### config.mk
export PLATFORM = sky130hd
export DESIGN_NAME = buffer_flat
export DESIGN_NICKNAME = d
export VERILOG_FILES = /design/src/rtl/buffer_if.sv /design/src/rtl/buffer.sv /design/src/flat_wrapper.sv
export SDC_FILE = /design/constraint.sdc
export NUM_CORES = 1
export LEC_CHECK = 0
export BUFFER_PORTS_ARGS = -buffer_cell sky130_fd_sc_hd__buf_2
export CAP_MARGIN = 20
export CORE_ASPECT_RATIO = 1.2
export CORE_MARGIN = 5
export CORE_UTILIZATION = 30
export CTS_CLUSTER_SIZE = 25
export DETAILED_ROUTE_END_ITERATION = 8
export GPL_TIMING_DRIVEN = 0
export PLACE_DENSITY = 0.47
export SYNTH_ARGS = -nofsm -noshare
export SYNTH_HDL_FRONTEND = slang
export SYNTH_SLANG_ARGS = --single-unit
### constraint.sdc
create_clock -name clk -period 1.3 [get_ports clk]
set_input_delay 0.13 -clock clk [delete_from_list [all_inputs] [get_ports clk]]
set_output_delay 0.13 -clock clk [all_outputs]
set_load 0.1 [all_outputs]
### src/rtl/buffer_if.sv
// Handshake-free access bus for the buffer: write enable, shared index, write data, read data.
interface buffer_if #(
    parameter int ADDR = 4,
    parameter int DATA = 8
);
    logic            we;
    logic [ADDR-1:0] index;
    logic [DATA-1:0] din;
    logic [DATA-1:0] dout;

    modport master (
        output we,
        output index,
        output din,
        input  dout
    );

    modport slave (
        input  we,
        input  index,
        input  din,
        output dout
    );
endinterface

### src/rtl/buffer.sv
// Single-port register-file scratch buffer, synchronous write and registered read on one index.
// Define BUFFER_WRITE_FIRST_EN to forward din to dout on a write edge (default is read-first).
module buffer #(
    parameter int ADDR = 4,
    parameter int DATA = 8
) (
    input  logic      clk,
    input  logic      rst,
    buffer_if.slave   bus
);
    localparam int DEPTH = 1 << ADDR;

    logic [DATA-1:0] mem_q [DEPTH];
    logic [DATA-1:0] mem_d [DEPTH];
    logic [DATA-1:0] dout_q;
    logic [DATA-1:0] dout_d;

    always_comb begin
        mem_d  = mem_q;
        dout_d = mem_q[bus.index];
        if (bus.we) begin
            mem_d[bus.index] = bus.din;
`ifdef BUFFER_WRITE_FIRST_EN
            dout_d = bus.din;
`else
            dout_d = mem_q[bus.index];
`endif
        end
    end

    // Reset wins over any write presented on the same edge.
    always_ff @(posedge clk) begin
        if (rst) begin
            for (int i = 0; i < DEPTH; i++) begin
                mem_q[i] <= '0;
            end
            dout_q <= '0;
        end else begin
            mem_q  <= mem_d;
            dout_q <= dout_d;
        end
    end

    assign bus.dout = dout_q;
endmodule

### src/flat_wrapper.sv
// flat-port wrapper written by rule: the top's interface ports become plain ports
module buffer_flat 
#(
    parameter int ADDR = 4,
    parameter int DATA = 8
)
  (clk, rst, bus_we, bus_index, bus_din, bus_dout);
  buffer_if #(.ADDR(ADDR), .DATA(DATA)) bus_i ();
  input  logic clk;
  input  logic rst;
  input wire logic [$bits(bus_i.we)-1:0] bus_we;
  input wire logic [$bits(bus_i.index)-1:0] bus_index;
  input wire logic [$bits(bus_i.din)-1:0] bus_din;
  output wire logic [$bits(bus_i.dout)-1:0] bus_dout;
  assign bus_i.we = bus_we;
  assign bus_i.index = bus_index;
  assign bus_i.din = bus_din;
  assign bus_dout = bus_i.dout;
  buffer #(.ADDR(ADDR), .DATA(DATA)) u_core (.clk(clk), .rst(rst), .bus(bus_i));
endmodule
# Yosys cells after proc, flatten, opt, wreduce, memory -nomap -nowiden

Index checks and enable logic that the tools add are counted.

Logic and storage cells: 27
Register bits: 136
Input bits: 15
Output and inout port bits: 8

Bitwise operators: 1
Order comparisons: 2
Reduce and logical (&&, ||, !) cells: 1
Multiplexer cells: 6

Operators by type and width:

| operator                                                             | number |
|---|---|
| 128-bit bitwise mux                                                  | 1 |
| 8-bit binary-select mux with 4-bit select                            | 1 |
| 8-bit demux with 4-bit select                                        | 1 |
| 8-bit two-way mux                                                    | 3 |
| 5-bit greater-or-equal comparator, second input constant             | 1 |
| 5-bit by 1-bit < comparator with 1-bit output, second input constant | 1 |
| 4-bit NOT with 5-bit output                                          | 1 |
| 1-bit logical AND                                                    | 1 |

# Logic depth before layout (Yosys ltp)

Depth after elaboration: 6
Gate-level depth with buffers: 7
Mapped depth without buffers: 4

# Worst setup path before layout

No wires, ideal clock.

Kind: input to register
Start point: input port bus_index[0]
End point: register u_core.dout_q[2], in the netlist u_core.bus.dout[2]
Arrival time: 1180 ps
Data required time: 1166 ps
Library setup time: 134 ps
Stages: 5
Buffers on the path: 2
Path slack: -14 ps
Cells stage by stage: buf_4 -> buf_4 -> mux4_2 -> nand4_1 -> o211ai_1

Longest elaborated chain between the ends: 4

Ends and longest elaborated chain:

| item                                                  | line                       | RTL |
|---|---|---|
| start, declared                                       | flat_wrapper.sv:12         | `input wire logic [$bits(bus_i.index)-1:0] bus_index;` |
| 4-bit NOT with 5-bit output (not written as such)     | buffer.sv:20, buffer.sv:26 |  |
| 8-bit binary-select mux with 4-bit select             | buffer.sv:20, buffer.sv:26 |  |
| 8-bit two-way mux (not written as such) (2 in series) | buffer.sv:20, buffer.sv:26 |  |
| end signal, assigned                                  | buffer.sv:40               | `dout_q <= dout_d;` |
| end, declared                                         | buffer.sv:15               | `logic [DATA-1:0] dout_q;` |

No other way between the ends. The select of a mux whose other input is x is not followed.
A chain may end at the register's enable or synchronous reset.

# Worst setup path in the final report

Start point: register u_core.mem_q[32] (netlist bit)
End point: register u_core.dout_q[0], in the netlist u_core.bus.dout[0]

Longest elaborated chain between the ends: 3

Ends and longest elaborated chain:

| item                                                  | line                       | RTL |
|---|---|---|
| start, declared                                       | buffer.sv:13               | `logic [DATA-1:0] mem_q [DEPTH];` |
| start signal, assigned                                | buffer.sv:39               | `mem_q <= mem_d;` |
| 8-bit binary-select mux with 4-bit select             | buffer.sv:20, buffer.sv:26 |  |
| 8-bit two-way mux (not written as such) (2 in series) | buffer.sv:20, buffer.sv:26 |  |

No other way between the ends. The select of a mux whose other input is x is not followed.

==> results.ini <==
[critical_path]
path_buf_inv = 0
cp-end-kind = register
crit_slowest_cell = mux4_2
arrival_ns = 1.58
cp_slowest_stage_delay_ns = 0.50
crit_fanout = 2
reg2reg_depth = 3
crit_type = register to register
path_delay_family = multiplexers
cp-start-kind = register
worst-endpoint-required_ns = 1.57
worstPathCellList = mux4_2, nand2_1, o211ai_1
rrSetupSlack_ns = -0.005
r2r-end = u_core.bus.dout[0]
worstReg2RegStart = u_core.mem_q[32]
startpoint = u_core.mem_q[32]

[drt]
drt_pass1_iterations = 5
via_per_inst = 5.18
wirelength_um = 19800
drc_errors = 0
wl_per_cell_um = 20.6
ant_nets = 0
drtIter0Drc = 262
num_vias = 4979

[global_route]
grt_pass1_wl_um = 30400
grt-busiest-layer = met2
overflow = 0
grt_start_max_net_pins = 17
track_usage_pct = 17.8
use_met3_pct = 3.09
use_met2_pct = 33.6
met1_usage_pct = 19.4
antenna_found_initial = 0
grt_pass1_vias = 5109

[pwr]
swShare_pct = 24.7
p_sw_mw = 2.50
p_total_mw = 10.1
seqPwrFrac_pct = 42.1
peakVddDrop_mv = 0.759
pwr-share-clk_pct = 50.0
power.leakage_nw = 2.66
powerDensity_nw_per_um2 = 1430
p_int_mw = 7.62
combPwrFrac_pct = 7.9

[timing]
period_share_pct = 100
setup_viol = 2
finalHoldViolCount = 0
slew_headroom_pct = 48.8
fmax_mhz = 767
finalCriticalPeriod_ns = 1.30
setup_slack_ns = -0.00459
finalMaxSlewViolations = 0
rsz0062_at_grt = true
skew_ns = 0.0113
whs_ns = 0.0255
worst_pin_slew_ns = 0.767
fin_tns_setup_ns = -0.00855

[cts]
cts.clk_slew.worst_paths_ns = 0.06
cts_sinks = 136
h-tree-depth = 4
numCtsBuffers = 17
tritoncts = done
cts_setup_buffers = 0
insertion_delay_ns = 0.44
cts_buffer_depth = 2
clockRootBuffer = clkbuf_16

[synth]
synth_top_area_cell = dfxtp_1
seq_area_frac_synth_pct = 46.0
syn_area_per_cell_um2 = 9.12
synthesis.area_um2 = 5920
synth-edff-count = 0
synth-main-ff-cell = dfxtp_1
synthArstFlopShare_pct = 0
synthTopCellsByArea = dfxtp_1, mux2i_1, mux4_2
yosysTopAreaCellShare_pct = 46.0
synth_cells = 649
ys_ff_latch = 136
syn_nets = 664
ys_warn_count = 0
ys_types = 26

[floorplanning]
io_pins = 23
die-area_um2 = 22600
fp.dieW_um = 138
core.rowCount = 56
die_h_um = 164
initial_core_util_pct = 30.4
coreArea_um2 = 19500

[final_layout]
area_growth_pct = 19.2
seqCellArea_um2 = 2730
final_core_util_pct = 36.2
n_antenna_cell = 0
nFillCells = 2067
instances_no_fill = 962
drive_above_1_share_pct = 17.0
multi_input_area_um2 = 2950
design_area_um2 = 7050
fin_nets = 703

[min_path]
hold_path_class = primary input to register
whs_path_depth = 3
whs_endpoint = u_core.mem_q[127]
hold_start = bus_din[7]

[placement]
dp_slack_ns = -0.556
dp.cells = 930
dp_hpwl_um = 14400
gp_congestion = 0.862
portBuffers = 20
place_area_um2 = 6360

[job]
drv_cap = 0

[outcome]
status = complete, but fails checks
violations = negative setup slack

-- Yosys cell counts, drive strengths merged, types with 6 or more instances --
master,n
dfxtp,136
nor2,60
nand2b,6
nand4,7
o211ai,7
mux2i,66
a21oi,82
buf,20
a32oi,7
nand2,105
nand3,10
clkbuf,37
o21ai,73
mux4,23
-- power by group through the flow --
stage,clock (mW),combinational (mW),sequential (mW)
floorplan,0,0.424,4.41
detailed placement,0,0.781,4.35
global placement,0,0.774,4.34
global route,5.32,0.848,4.26
finish,5.05,0.802,4.26
CTS,5.11,0.793,4.26
-- timing repair --
| item | 4_1_cts | 5_1_grt |
|---|---|---|
| endpoints found under the setup margin | 28 | 32 |
| pin swaps | 0 | 0 |
| hold buffers | 0 | 0 |
| resized for setup | 11 | 25 |
| hold endpoints to repair | 0 | 0 |
-- tightest hold or removal path, delay by kind of cell --
family,cells,cell delay [ns]
AO/OA/AOI/OAI,1,0.06
buffers and inverters,1,0.14
AND/OR/NAND/NOR,1,0.08
-- cell type report --
| class | instances | area share (%) |
|---|---|---|
| Clock buffer | 21 | 6.67 |
| Tap cell | 261 | 4.63 |
| Timing Repair Buffer | 20 | 1.67 |
| Multi-Input combinational cell | 456 | 41.8 |
| Sequential cell | 136 | 38.7 |
| Clock inverter | 11 | 2.06 |
| Buffer | 57 | 4.42 |
-- sequential cells by signal, summed over array words and instances, names as in the netlist --
signal	flops
u_core.mem_q	128
u_core.bus.dout	8
-- layer usage --
metal	up-vias	part of all wire, %	wire (um)
met4	0	3.2	625
met3	41	3.7	740
li1	2363	-	-
met2	123	53	10500
met1	2452	40	7940
met5	-	0	0
-- layout by cell type (no fill, tap or decap), types with 7 or more instances in the layout --
cell	n
nand2_1	104
nand3_1	9
buf_4	10
o211ai_1	7
mux2i_1	64
mux4_2	23
a32oi_1	7
a21oi_1	82
clkbuf_1	34
nor2_2	8
nand4_1	7
clkbuf_16	17
dfxtp_1	130
o21ai_0	72
nor2_1	52
buf_2	22
-- kinds of logic (layout without fill, tap and decap cells) --
family,Yosys count,in the layout,synth area share [%]
flops,136,136,46.0
buf+inv,57,109,4.69
compound gates,170,170,15.2
simple gates,197,197,14.2
mux,89,89,19.9
-- worst max-delay path by stage --
stage                              end  slack, ns  depth (start not counted)
finish              u_core.bus.dout[0]     -0.005                          3
global route        u_core.bus.dout[2]      -0.02                          3
CTS                 u_core.bus.dout[5]     -0.009                          3
detailed placement   u_core.mem_q[123]      -0.56                          6
global placement     u_core.mem_q[124]      -0.54                          6
floorplan            u_core.mem_q[103]       0.02                          7
Power figures use the tool's default switching activity.
